<file path="src/rtl/mult_share_arb.sv">
// -----------------------------------------------------------------------------
// mult_share_arb
//
// Purpose:
//   Round-robin arbiter and sequencer that shares one combinational 4x4
//   unsigned array multiplier among NUM_REQ requesters. A winning request
//   has its operands and ID registered. The next cycle computes the
//   product and registers it. The result is then offered on a single
//   valid/ready response channel together with the requester ID.
//
// Ports:
//   clk         in   rising-edge clock
//   rst_n       in   asynchronous active-low reset
//   req_valid   in   [NUM_REQ]   per-requester request valid
//   req_ready   out  [NUM_REQ]   per-requester accept (one-hot or zero)
//   req_a       in   [4*NUM_REQ] multiplicands, requester i at [4i+3:4i]
//   req_b       in   [4*NUM_REQ] multipliers, same packing as req_a
//   rsp_valid   out              response valid
//   rsp_ready   in               response consumer ready
//   rsp_prod    out  [8]         unsigned product A*B
//   rsp_id      out  [ID_W]      requester that owns rsp_prod
//   stat_count  out  [16]        saturating count of response handshakes
//
// Build option:
//   MULT_ARB_STATS_EN  when defined, stat_count counts response handshakes
//                      and saturates at 16'hFFFF. When undefined, stat_count
//                      is tied to zero and no counter is built.
// -----------------------------------------------------------------------------
module mult_share_arb #(
    parameter int NUM_REQ = 4,
    parameter int ID_W    = 2
) (
    input  logic                   clk,
    input  logic                   rst_n,
    input  logic [NUM_REQ-1:0]     req_valid,
    output logic [NUM_REQ-1:0]     req_ready,
    input  logic [4*NUM_REQ-1:0]   req_a,
    input  logic [4*NUM_REQ-1:0]   req_b,
    output logic                   rsp_valid,
    input  logic                   rsp_ready,
    output logic [7:0]             rsp_prod,
    output logic [ID_W-1:0]        rsp_id,
    output logic [15:0]            stat_count
);

    typedef enum logic [1:0] {
        IDLE = 2'd0,
        CALC = 2'd1,
        HOLD = 2'd2
    } state_t;

    state_t          state_q, state_d;
    logic [ID_W-1:0] rr_ptr_q, rr_ptr_d;
    logic [3:0]      op_a_q, op_a_d;
    logic [3:0]      op_b_q, op_b_d;
    logic [ID_W-1:0] op_id_q, op_id_d;
    logic [7:0]      rsp_prod_q, rsp_prod_d;
    logic [ID_W-1:0] rsp_id_q, rsp_id_d;
    logic            rsp_valid_q, rsp_valid_d;

    logic            found;
    logic [ID_W-1:0] win_idx;
    logic [ID_W-1:0] cand;
    logic [3:0]      win_a;
    logic [3:0]      win_b;
    logic            accept_cycle;
    logic            grant;
    logic [7:0]      product;

    // Round-robin search: start at rr_ptr, wrap modulo NUM_REQ, and take the
    // first asserted request.
    always_comb begin
        found   = 1'b0;
        win_idx = '0;
        cand    = '0;
        for (int k = 0; k < NUM_REQ; k++) begin
            cand = ID_W'((int'(rr_ptr_q) + k) % NUM_REQ);
            if (!found && req_valid[cand]) begin
                found   = 1'b1;
                win_idx = cand;
            end
        end
    end

    assign win_a = req_a[4*win_idx +: 4];
    assign win_b = req_b[4*win_idx +: 4];

    // A grant can only happen while idle, or in the cycle a held response
    // leaves. Gating with rst_n keeps req_ready low while reset is asserted.
    assign accept_cycle = rst_n && ((state_q == IDLE) ||
                                    ((state_q == HOLD) && rsp_ready));
    assign grant        = accept_cycle && found;

    // Accept strobe goes only to the winner.
    always_comb begin
        req_ready = '0;
        if (grant) begin
            req_ready[win_idx] = 1'b1;
        end
    end

    // Shared array multiplier: each multiplier bit gates a shifted copy of
    // the multiplicand, and the partial-product rows are summed.
    always_comb begin
        product = '0;
        for (int i = 0; i < 4; i++) begin
            if (op_b_q[i]) begin
                product = product + ({4'b0000, op_a_q} << i);
            end
        end
    end

    // Next-state logic. The operand and pointer updates follow any grant.
    // The state-specific part moves the product into the response
    // registers and releases them after the handshake.
    always_comb begin
        state_d     = state_q;
        rr_ptr_d    = rr_ptr_q;
        op_a_d      = op_a_q;
        op_b_d      = op_b_q;
        op_id_d     = op_id_q;
        rsp_prod_d  = rsp_prod_q;
        rsp_id_d    = rsp_id_q;
        rsp_valid_d = rsp_valid_q;

        if (grant) begin
            op_a_d   = win_a;
            op_b_d   = win_b;
            op_id_d  = win_idx;
            rr_ptr_d = ID_W'((int'(win_idx) + 1) % NUM_REQ);
        end

        unique case (state_q)
            IDLE: begin
                if (grant) begin
                    state_d = CALC;
                end
            end
            CALC: begin
                rsp_prod_d  = product;
                rsp_id_d    = op_id_q;
                rsp_valid_d = 1'b1;
                state_d     = HOLD;
            end
            HOLD: begin
                if (rsp_ready) begin
                    rsp_valid_d = 1'b0;
                    state_d     = grant ? CALC : IDLE;
                end
            end
            default: begin
                state_d = IDLE;
            end
        endcase
    end

    // State and datapath registers. Reset discards any in-flight result.
    always_ff @(posedge clk or negedge rst_n) begin
        if (!rst_n) begin
            state_q     <= IDLE;
            rr_ptr_q    <= '0;
            op_a_q      <= '0;
            op_b_q      <= '0;
            op_id_q     <= '0;
            rsp_prod_q  <= '0;
            rsp_id_q    <= '0;
            rsp_valid_q <= 1'b0;
        end else begin
            state_q     <= state_d;
            rr_ptr_q    <= rr_ptr_d;
            op_a_q      <= op_a_d;
            op_b_q      <= op_b_d;
            op_id_q     <= op_id_d;
            rsp_prod_q  <= rsp_prod_d;
            rsp_id_q    <= rsp_id_d;
            rsp_valid_q <= rsp_valid_d;
        end
    end

    assign rsp_valid = rsp_valid_q;
    assign rsp_prod  = rsp_prod_q;
    assign rsp_id    = rsp_id_q;

`ifdef MULT_ARB_STATS_EN
    logic [15:0] stat_count_q, stat_count_d;

    // Completed-transaction counter. It stops at all-ones instead of
    // wrapping.
    always_comb begin
        stat_count_d = stat_count_q;
        if (rsp_valid_q && rsp_ready && (stat_count_q != 16'hFFFF)) begin
            stat_count_d = stat_count_q + 16'd1;
        end
    end

    always_ff @(posedge clk or negedge rst_n) begin
        if (!rst_n) begin
            stat_count_q <= 16'h0000;
        end else begin
            stat_count_q <= stat_count_d;
        end
    end

    assign stat_count = stat_count_q;
`else
    assign stat_count = 16'h0000;
`endif

endmodule

</file>
<file path="config.mk">
export PLATFORM = sky130hd
export DESIGN_NAME = mult_share_arb
export DESIGN_NICKNAME = d
export VERILOG_FILES = /design/src/rtl/mult_share_arb.sv
export SDC_FILE = /design/constraint.sdc
export NUM_CORES = 1
export LEC_CHECK = 0
export CAP_MARGIN = 20
export CORE_ASPECT_RATIO = 0.75
export CORE_MARGIN = 2
export CORE_UTILIZATION = 30
export CTS_BUF_LIST = sky130_fd_sc_hd__clkbuf_4
export CTS_CLUSTER_DIAMETER = 200
export DETAILED_ROUTE_END_ITERATION = 16
export PLACE_DENSITY_LB_ADDON = 0.2
export SLEW_MARGIN = 0
export SYNTH_ARGS = -nofsm -noshare
export SYNTH_HDL_FRONTEND = slang
export SYNTH_SLANG_ARGS = --single-unit
</file>
<file path="constraint.sdc">
create_clock -name clk -period 11.25 [get_ports clk]
set_clock_uncertainty 0.05 [all_clocks]
set_input_delay 2.25 -clock clk [delete_from_list [all_inputs] [get_ports clk]]
set_output_delay 2.25 -clock clk [all_outputs]
set_load 0.03 [all_outputs]
</file>
==> results of run 1 <==
## final timing paths
| kind | end | slack [ns] |
|---|---|---|
| setup / recovery | req_ready[2] | 4.03 |
| hold / removal | op_id_q[1] | 0.44 |
| setup reg to reg | rsp_prod[6] | 7.24 |
| hold reg to reg | op_id_q[1] | 0.44 |
| max in group asynchronous | op_id_q[0] | 8.68 |
| min in group asynchronous | rsp_id[0] | 2.22 |
## worst reg2reg max path: stages (launching register included)
cell,delay [ns]
dfrtp_1,0.56
and2_1,0.21
ha_1,0.18
inv_1,0.06
fa_1,0.39
nand2b_1,0.11
nand3_1,0.10
xnor2_1,0.33
inv_1,0.09
ha_1,0.28
a21o_1,0.15
a21oi_1,0.17
xnor2_1,0.10
a21o_1,0.20
ha_1,0.30
a21oi_1,0.15
nand2_1,0.07
xor2_1,0.14
mux2i_1,0.15
o21ai_0,0.10
## kinds of logic after synthesis
kind of cell               share of synthesized area [%]
AOI/OAI and AO/OA                                   18.0
DFF                                                 31.5
xor gates and xnor gates                            2.21
muxes                                               11.7
and+or+nand+nor                                     12.8
buffers and inverters                               11.0
other                                              0.189
adders and majority gates                           12.5
## placed cells by master (no fill, tap or decap), types with 2 or more instances in the layout
master / instances
clkbuf_4: 3
fa_1: 3
mux2_2: 2
buf_4: 2
nand2b_1: 4
clkdlybuf4s50_1: 53
o221ai_2: 7
ha_1: 15
and2_1: 5
o21ai_0: 11
nand3_1: 3
a211o_1: 2
o21a_1: 2
conb_1: 16
mux2i_1: 21
nor2_1: 5
o221ai_1: 2
nor2b_1: 3
a21oi_1: 11
nand2_1: 28
xnor2_1: 4
dfrtp_1: 25
a21o_1: 4
inv_1: 12
## flip-flops by register name, summed over array words and instances (netlist names)
signal,count
op_id_q,2
op_a_q,4
rsp_valid,1
rsp_prod,8
rsp_id,2
state_q,2
rr_ptr_q,2
op_b_q,4
## routing by layer
metal | global-route usage [%] | part of all wire, %
met1 | 19.0 | 52
met2 | 18.2 | 41
met3 | 3.95 | 7.4
met4 | 1.85 | 0.54
met5 | 0 | 0
## cell type report
cell class | instances | area share (%)
Inverter | 13 | 1.92
Clock inverter | 1 | 0.197
Clock buffer | 3 | 0.885
Multi-Input combinational cell | 161 | 47.0
Sequential cell | 25 | 24.6
Timing Repair Buffer | 55 | 21.4
Tap cell | 81 | 3.98
## through the flow
stage	instance area [um2]	utilization, %	instances
after CTS	2540	40.1	339
final	2540	40.1	339
after global routing	2540	40.1	339
after global placement	2520	39.6	335
after floorplan	2040	-	222
after detailed placement	2520	39.6	335
## power by group through the flow
stage / logic, uW / registers, uW / clock network, uW
floorplan: 261 / 187 / 0
global placement: 361 / 179 / 0
detailed placement: 365 / 179 / 0
CTS: 368 / 176 / 43.8
global route: 410 / 184 / 46.6
finish: 363 / 175 / 40.9
==> key figures, run 1 <==
Floorplanning
  – Die X: 97.9 um
  – Die Footprint: ~7300 um2
  – Die Y: between 70 and 80 um
  – Io pins: 70
  – Initial Util: a little under a third
  – Row cnt: 25
  – Core Region: ~6300 um2

Power and ir drop
  – Worst vdd ir: roughly 0.056 mV
  – Total power: about 580 uW
  – Int Power: approximately 300 uW
  – Share of power burned in registers: 30.3%
  – Clock Power Share: 7.1%
  – Gate power share: a little over three fifths
  – Leak: 0.00118 uW
  – Sw power: 271 uW
  – PwrDens: around 230 nW/um2
  – Switching portion of total power: between 40% and 50%

Clock tree
  – Clk sinks: 25
  – PostCTS Resize Cnt: 0
  – Skew-Pair Late Insertion Delay: about 0.32 ns
  – Worst-case clock buffer depth: 2
  – Num CTS Buffers: 3
  – CTS Root Buffer Type: clkbuf_4
  – CTS H-Tree Depth: 1
  – Post-CTS Setup Inserts: 0
  – Post-CTS Hold Buffers: 0
  – CTS tree: built
  – Worst-path clk slew: between 0.1 and 0.15 ns

Worst setup path
  – Crit end category: primary output
  – Critical Path Source: req_valid[0]
  – CP Max Fanout: 14
  – CP startpoint kind: input port
  – Bufs and invs on worst path: 4
  – Cell family with most CP delay: buffers and inverters
  – Depth of the worst register-to-register path: 19
  – WP data required: between 8 and 9 ns
  – Worst path depth: 9
  – CP peak stage delay: slightly below 0.6 ns
  – WS Path Type: in2out
  – CP arrival: between 4 and 5 ns
  – CP max stage cell: clkdlybuf4s50_1
  – FF-to-FF Start: op_a_q[1]
  – Cell Chain, Critical Path: clkdlybuf4s50_1, nor2b_1, a211o_1, a21oi_2, buf_4, inv_1, ha_1, and2_1, clkdlybuf4s50_1
  – Most frequent CP cell: clkdlybuf4s50_1

Layout
  – Layout cells sized above 1: under 10%
  – FILL cells: 640
  – Area of the multi-input gates: around 1200 um2
  – FF/Latch Area: 626 um2
  – Nets: around 320
  – Area growth syn-to-layout: 28.3%
  – N_diodes: 0

Flow run
  – Max Cap Viol: 0

GRT
  – First-pass GRT wire length: ~7400 um
  – Largest net degree at the start of global routing: 27
  – Tot GR Track Use: approximately 13%
  – Global route overflow: 0
  – Vias in the first global route: 1440
  – Initial antenna violation count: 0

Worst hold path
  – HP Class: reg2reg
  – Worst hold stages: 2
  – Hold Crit Start: op_id_q[1]

Timing
  – Endpoints failing setup: 0
  – Min Clock Period, post-route: 7.22 ns
  – Fin worst setup slack: 4.03 ns
  – Highest Clock Rate: 138 MHz
  – RSZ-0062 raised after global routing: false
  – Hold WS: 0.438 ns
  – Max-slew violations: 0
  – Slew @ Worst Pin: roughly 0.76 ns
  – Hold Vio Cnt, Final: 0
  – Setup TNS: 0 ns
  – Relative slew margins: 48.6%
  – Fin crit share: ~64%

Route
  – Via count: 1527
  – WL final: 4420 um
  – Initial DRC Count: 49
  – Wirelength per Cell: ~13 um
  – Post-route DRC: 0
  – Via density: 4.50
  – ANT nets after route: 0
  – Pre-antenna DRT Iters: 4

Placement
  – Final HPWL DP: approximately 3500 um
  – DP Worst Slack: about 4.0 ns
  – GPL Wtd Cong: 0.782
  – # port buffers: 53

Logic synthesis
  – Post-synth top area cell: dfrtp_1
  – Synth area leaders: dfrtp_1, mux2i_1, ha_1
  – Syn Std Cell Area: a little under 2000 um2
  – Yosys Warn Count: 0
  – FFs w/ async S/R, synth: 100%
  – Number of enable flip-flop cells after synthesis: 0
  – Gate Count Post-Synth: between 200 and 250
  – Most instantiated cells after synthesis: nand2_1, dfrtp_1, mux2i_1
  – Synth cell types: 40
  – Synthesized flop and latch total: 25
  – Synth top area share: between 30% and 40%
  – Mean Syn Cell Area: ~9.6 um2
  – Sequential cell area fraction in the yosys report: approximately a third
  – Top-count cell post-synth: nand2_1
  – Synth Flop Type: dfrtp_1

Outcome
  – Status: completed
Note: power is estimated with default switching activity, not from simulation.
==> inputs of run 2 (changes only) <==
==> constraint.sdc (replaced) <==
create_clock -name clk -period 6.75 [get_ports clk]
set_clock_uncertainty 0.05 [all_clocks]
set_input_delay 1.35 -clock clk [delete_from_list [all_inputs] [get_ports clk]]
set_output_delay 1.35 -clock clk [all_outputs]
set_load 0.03 [all_outputs]
==> key figures, run 2 (synthesis results as in run 1) <==
Outcome
  – Status: completed

GRT
  – Vias in the first global route: 1479
  – M2 GR Usage: a little under a fifth
  – Initial antenna violation count: 0
  – First-pass GRT wire length: around 7300 um
  – Met3 GRT Util: under 10%
  – Met1 Usage GRT: around 18%
  – Global route overflow: 0
  – Largest net degree at the start of global routing: 27
  – Top Usage Layer GRT: met2
  – Tot GR Track Use: roughly an eighth

Layout
  – Nets: approximately 320
  – N_diodes: 0
  – Fin area: 2550 um2
  – Most common library cell in the layout ignoring fill and taps: clkdlybuf4s50_1
  – Max reg flops: 8
  – Area growth syn-to-layout: 28.4%
  – Layout cells sized above 1: under 10%
  – Most frequent cells in the layout: clkdlybuf4s50_1, nand2_1, dfrtp_1, mux2i_1, conb_1
  – Non-Filler Instances: approximately 340

Floorplanning
  – Initial Util: 31.2%
  – Die Y: between 70 and 80 um
  – Die X: 97.9 um
  – Die Footprint: 7280 um2
  – Io pins: 70
  – Core Region: around 6300 um2
  – Row cnt: 25

Placement
  – Placed cell areas: ~2500 um2
  – GPL Wtd Cong: just under 0.8
  – # port buffers: 53
  – Dpl cells: between 300 and 400
  – Final HPWL DP: between 3000 and 4000 um

Flow run
  – Max Cap Viol: 0

Route
  – ANT nets after route: 0
  – Via density: 4.57
  – Pre-antenna DRT Iters: 4
  – Post-route DRC: 0
  – Initial DRC Count: 42
  – Wirelength per Cell: 13.1 um
  – WL final: ~4400 um
  – Via count: approximately 1500

Worst setup path
  – CP peak stage delay: 0.67 ns
  – Cell family with most CP delay: buffers and inverters
  – CP arrival: ~3.9 ns
  – CP max stage cell: clkdlybuf4s50_1
  – CP Max Fanout: 26
  – Crit end category: primary output
  – FF-to-FF Start: op_a_q[1]
  – WS Path Type: in2out
  – Bufs and invs on worst path: 4
  – Most frequent CP cell: clkdlybuf4s50_1
  – Critical Path Source: rst_n
  – CP startpoint kind: input port
  – Cell Chain, Critical Path: clkdlybuf4s50_1, buf_4, nand4b_1, clkinv_1, and2_1, clkdlybuf4s50_1
  – WP data required: between 5 and 6 ns

Clock tree
  – Skew-Pair Late Insertion Delay: roughly 0.33 ns
  – CTS Root Buffer Type: clkbuf_4
  – CTS H-Tree Depth: 1
  – Worst-case clock buffer depth: 2
  – Post-CTS Setup Inserts: 0
  – Num CTS Buffers: 3
  – Clk sinks: 25
  – Post-CTS Hold Buffers: 0
  – CTS tree: built
  – Worst-path clk slew: 0.14 ns
  – PostCTS Resize Cnt: 0

Worst hold path
  – Hold Crit Start: rsp_prod[0]
  – HP Class: reg2reg

Power and ir drop
  – PwrDens: 383 nW/um2
  – Total power: 976 uW
  – Leak: roughly 0.0012 uW
  – Worst vdd ir: about 0.11 mV

Timing
  – Hold WS: approximately 0.45 ns
  – Endpoints failing setup: 0
  – Max-slew violations: 0
  – Fin crit share: between 70% and 80%
  – Relative slew margins: between 40 and 50%
  – Setup TNS: 0 ns
  – Highest Clock Rate: ~190 MHz
  – Slew @ Worst Pin: 0.843 ns
  – Hold Vio Cnt, Final: 0
  – RSZ-0062 raised after global routing: false
  – Min Clock Period, post-route: between 5 and 6 ns
==> run 2: worst paths after layout <==
kind                                 to  slack [ns]  cells after the start
min                         rsp_prod[0]        0.45                      2
max                        req_ready[0]        1.49                      6
max reg2reg                 rsp_prod[6]        2.73                     19
min reg2reg                 rsp_prod[0]        0.45                      2
min in group asynchronous    op_id_q[1]        1.31                      2
max in group asynchronous     rsp_valid        5.08                      2
==> run 2: routing by layer <==
layer  routed length [um]  part of all wire (%)
met4                   23                  0.52
met3                  245                   5.5
met1                 2370                    53
met5                    0                     0
met2                 1800                    41
==> run 2: cell type report <==
cell class | count | area, um2
flip-flops and latches | 25 | 626
fillers | 653 | 3800
well taps | 81 | 101
inverters | 13 | 48.8
clock buffers | 3 | 22.5
repair buffers | 55 | 546
multi-input cells | 161 | 1190
clock inverters | 1 | 7.51
==> run 2: where the power goes <==
part | switching [uW] | leakage [uW] | total (uW) | internal, uW
sequential | 82.6 | 0.000315 | 294 | 211
combinational | 328 | 0.000852 | 610 | 282
clock | 49.6 | 0.0000139 | 72.3 | 22.7
==> run 2: worst register-to-register path, cell delays in order (launching register included) <==
cell      delay, ns
dfrtp_1        0.57
and2_1         0.20
ha_1           0.16
inv_1          0.06
fa_1           0.40
nand2b_1       0.12
nand3_1        0.10
xnor2_1        0.32
inv_1          0.10
ha_1           0.29
a21o_1         0.15
a21oi_1        0.16
xnor2_1        0.10
a21o_1         0.20
ha_1           0.31
a21oi_1        0.15
nand2_1        0.07
xor2_1         0.14
mux2i_1        0.13
o21ai_0        0.09
==> run 2: metrics by stage <==
stage,setup WS [ns],util (%)
6_report,1.49,40.1
2_1_floorplan,2.69,-
5_1_grt,1.23,40.1
3_5_place_dp,1.44,39.6
4_1_cts,1.43,40.1
3_3_place_gp,1.52,39.6
==> variant 1: new RTL, flow settings as in run 2 <==
Set the parameter `ID_W` to 3 (it was 2).
--- a/src/rtl/mult_share_arb.sv
+++ b/src/rtl/mult_share_arb.sv
@@ -30,3 +30,3 @@
     parameter int NUM_REQ = 4,
-    parameter int ID_W    = 2
+    parameter int ID_W    = 3
 ) (
Ports: changed (resized rsp_id); port bits go from 70 to 71. The function was not compared with the original's and may differ.
==> variant 1 against run 2 <==
  * Wire length is 1.2% lower
  * Total power is 1.7% lower
  * Sequential share of layout area is 0.57 points lower
  * Design area is 2.4% higher
  * Worst setup slack better by 0.065 ns
  * Non-clock buffer count is 1 higher
  * Hold slack worse by 0.0014 ns
  * Die area is 3.1% higher
  * Sequential cell count stayed put
  * Synthesized area is 3.3% higher
  * Critical endpoint is now req_ready[1]
  * Largest cell class unchanged
  * Largest power group unchanged
==> variant 1: results (changes against run 2) <==
metric,value,unit,change
synth-seq-area-share,30.54,%,-1.0 points
synth-compound-area-share,14.72,%,-3.3 points
fin_nets,323,,+2.2%
hold_slack,0.4440,ns,-0.001382 ns
inverters,12,,-1
outcome,"finished, final reports clean",,
grt_pass1_wl,7679,µm,+4.6%
peakVddDrop,0.09227,mV,-13%
cp-endpoint,req_ready[1],,
grt_usage,12.76,%,+0.28 points
p_seq,0.000293,W,about the same
preCtsSetupSlack,1.549,ns,+0.1059 ns
synthTopCellsByCount,"dfrtp_1 (25), mux2i_1 (25), nand2_1 (19), buf_4 (17), ha_1 (15)",,
hold_end,rsp_prod[6],,
synth_fa_ha_area_share,12.10,%,-0.40 points
buffer_area_share,21.22,%,-0.21 points
p_leak,1.212,nW,+2.6%
place.gp.congestion,0.7365,,-6.5%
sh_seq_area,24.00,%,-0.57 points
power_frac_comb,61.8,%,-0.7 points
clock_area_share,1.152,%,-0.027 points
path_max_fanout,11,,-58%
multi_input_area_share,47.86,%,+0.93 points
seq_cell_count,25,,unchanged
r2r_slack,2.74,ns,about the same
drive_above_1_share,7.547,%,+0.57 points
arrival,3.79,ns,-0.07 ns
fill_cells,689,,+5.5%
drt_iter0_drc,40,,-4.8%
-- variant 1: changes by cell type in the layout (fill, tap and decap cells not counted), sizes merged, moves of 2 or more --
cell and delta:
o21ai +3, nand2 -11, mux2i +4, o221ai -9, a211o +7, a221oi +2, nor3 +15
-- variant 1: worst reg2reg max path, cell delays in order, from the launching register on --
cell	delay, ns
dfrtp_1	0.53
and2_1	0.20
ha_1	0.21
inv_1	0.07
fa_1	0.38
nand2b_1	0.11
nand3_1	0.09
xnor2_1	0.34
inv_1	0.08
ha_1	0.27
a21o_1	0.17
a21oi_1	0.17
xnor2_1	0.10
a21o_1	0.21
ha_1	0.31
a21oi_1	0.16
nand2_1	0.07
xor2_1	0.13
mux2i_1	0.15
o21ai_0	0.09
-- variant 1: cells by family (layout without fill, tap and decap cells) --
logic type / Yosys count / count (layout)
simple gates: 55 / 55
fa+ha+maj: 18 / 18
compound gates: 46 / 46
xor+xnor: 5 / 5
flops: 25 / 25
mux: 27 / 27
buf+inv: 40 / 72
other cells: 1 / 17
-- variant 1: metrics by stage --
| stage | utilization (%) | cells | total power [W] | cell area (µm²) |
|---|---|---|---|---|
| floorplan | - | 233 | 0.0007356 | 2108 |
| global placement | 38.44 | 345 | 0.0008887 | 2576 |
| detailed placement | 38.44 | 345 | 0.0008947 | 2576 |
| CTS | 38.89 | 349 | 0.0009720 | 2606 |
| global route | 38.89 | 349 | 0.001067 | 2606 |
| finish | 38.89 | 349 | 0.0009589 | 2606 |
-- variant 1: routing by layer --
| layer | track usage [%] | vias to the layer above | share of wire [%] |
|---|---|---|---|
| met2 | 20.35 | 41 | 42 |
| met1 | 18.15 | 690 | 52 |
| li1 | - | 818 | - |
| met5 | 0 | - | 0 |
| met3 | 3.119 | 2 | 5.3 |
| met4 | 1.826 | 0 | 0.50 |
==> variant 2: new RTL, flow settings as in run 2 <==
Made on the original files. The 3 states of `state_t` get a one-hot encoding in 3 bits.
--- a/src/rtl/mult_share_arb.sv
+++ b/src/rtl/mult_share_arb.sv
@@ -45,6 +45,6 @@
 
-    typedef enum logic [1:0] {
-        IDLE = 2'd0,
-        CALC = 2'd1,
-        HOLD = 2'd2
+    typedef enum logic [2:0] {
+        IDLE = 3'b001,
+        CALC = 3'b010,
+        HOLD = 3'b100
     } state_t;
Formal check against the unedited RTL: no difference found for any inputs over 4 cycles, from zero or initial values and one cycle with rst_n low; so few cycles prove little.
==> variant 2 against run 2 <==
  * Sequential cell count increased by 1
  * Register-to-register slack got worse by 0.02 ns
  * Critical endpoint is now req_ready[3]
  * Hold slack worse by 0.0028 ns
  * Critical path depth is 1 higher
  * Total power up 5.1%
  * Synthesized area is 4.7% higher
  * Non-clock buffer count unchanged
  * Worst setup slack worse by 0.11 ns
  * Wire length is 2.0% higher
  * Design area rose by 5.0%
==> variant 2: results (changes against run 2) <==
metric,value,unit,change
outcome,"finished, final reports clean",,
hold_slack,0.4425,ns,-0.002822 ns
synth-seq-area-share,31.40,%,-0.14 points
routed_wl,4534,µm,+2.0%
cts_max_path_buffers,2,,unchanged
peakVddDrop,0.1220,mV,+15%
preCtsSetupSlack,1.362,ns,-0.08089 ns
r2r_slack,2.71,ns,-0.02 ns
drt_iter0_drc,53,,+26%
grt_pass1_vias,1553,,+5.0%
synthTopCellsByArea,"dfrtp_1 (30%), mux2i_1 (12%), ha_1 (9.0%)",,
grt_max_degree,28,,+3.7%
place.gp.congestion,0.7619,,-3.3%
worst_r2r_path_depth,19,,unchanged
hold_end,rsp_prod[6],,
p_sw,0.0004646,W,+0.99%
min_from,rsp_prod[6],,
grt_usage,12.96,%,+0.48 points
path_max_fanout,15,,-42%
drive_above_1_share,8.779,%,+1.8 points
dr.pass1.iters,6,,+2
core,0.006766,mm²,+6.6%
p_leak,1.235,nW,+4.5%
cp_slowest_cell,or4b_1,,
cpPeakStageDelay,0.79,ns,+0.12 ns
fill_cells,689,,+5.5%
arrival,3.97,ns,+0.11 ns
yosysUniqueCellTypes,44,,+10%
grt_pass1_wl,7893,µm,+7.5%
viasPerCell,4.532,,-0.76%
placed_area,0.002621,mm²,+4.2%
slew_violations,0,,unchanged
[variant 2: changes by cell type in the layout (fill, tap and decap cells not counted), sizes merged, moves of 2 or more]
cell    before  now
a21boi       0    2
o21a         2    0
nor2b        3    1
o211ai       0    2
mux2i       21   25
[variant 2: how the worst max path moves through the flow]
stage	startpoint	endpoint	slack, ns	cells after the start
2_1_floorplan	req_valid[0]	req_ready[0]	2.61	8
3_3_place_gp	rsp_ready	req_ready[2]	1.42	7
3_5_place_dp	rsp_ready	req_ready[3]	1.36	7
4_1_cts	rsp_ready	req_ready[3]	1.36	7
5_1_grt	rsp_ready	req_ready[3]	1.25	7
6_report	rsp_ready	req_ready[3]	1.38	7
[variant 2: area by class of cell]
| type | count | area share, % |
|---|---|---|
| Clock buffer | 3 | 0.8423 |
| Clock inverter | 1 | 1.123 |
| Multi-Input combinational cell | 163 | 46.89 |
| Sequential cell | 26 | 24.38 |
| Timing Repair Buffer | 55 | 20.40 |
| Inverter | 14 | 2.433 |
| Tap cell | 84 | 3.931 |
[variant 2: worst register-to-register path, cell delays in order, from the launching register on]
cell      delay (ns)
dfrtp_1         0.56
and2_1          0.20
ha_1            0.20
inv_1           0.07
fa_1            0.38
nand2b_1        0.19
nand3_1         0.12
xnor2_1         0.19
inv_1           0.09
ha_1            0.28
a21o_1          0.18
a21oi_1         0.18
xnor2_1         0.11
a21o_1          0.21
ha_1            0.31
a21oi_1         0.15
nand2_1         0.08
xor2_1          0.14
mux2i_1         0.15
o21ai_0         0.09
[variant 2: power groups by stage]
stage,clock (W),combinational [W],sequential (W)
finish,0.000108,0.000613,0.000304
global route,0.000118,0.000695,0.000317
CTS,0.000112,0.000621,0.000305
detailed placement,0,0.000616,0.000308
global placement,0,0.000613,0.000310
floorplan,0,0.000445,0.000314
[variant 2: stage by stage]
step                utilization, %  std cells  total power [W]
floorplan                        -        227        0.0007593
global placement             38.74        342        0.0009224
detailed placement           38.74        342        0.0009240
CTS                          39.52        346         0.001037
global route                 39.52        346         0.001130
finish                       39.52        346         0.001025
[variant 2: routing by layer]
metal  track usage, %  part of all wire [%]  vias up  wire length [µm]
li1                 -                     -      809                 -
met1            20.36                    55      713              2485
met2            18.31                    40       44              1804
met3            2.569                   4.4        2               201
met4            2.466                  0.95        0                43
met5                0                     0        -                 0
[variant 2: cells by family (layout without fill, tap and decap cells)]
group	after synthesis	after routing	share of synthesized area, %
compound gates	46	46	17.00
xor+xnor	5	5	2.110
fa+ha+maj	18	18	11.94
buf+inv	38	73	10.91
flops	26	26	31.40
mux	28	28	13.86
other cells	1	16	0.1807
simple gates	50	50	12.60
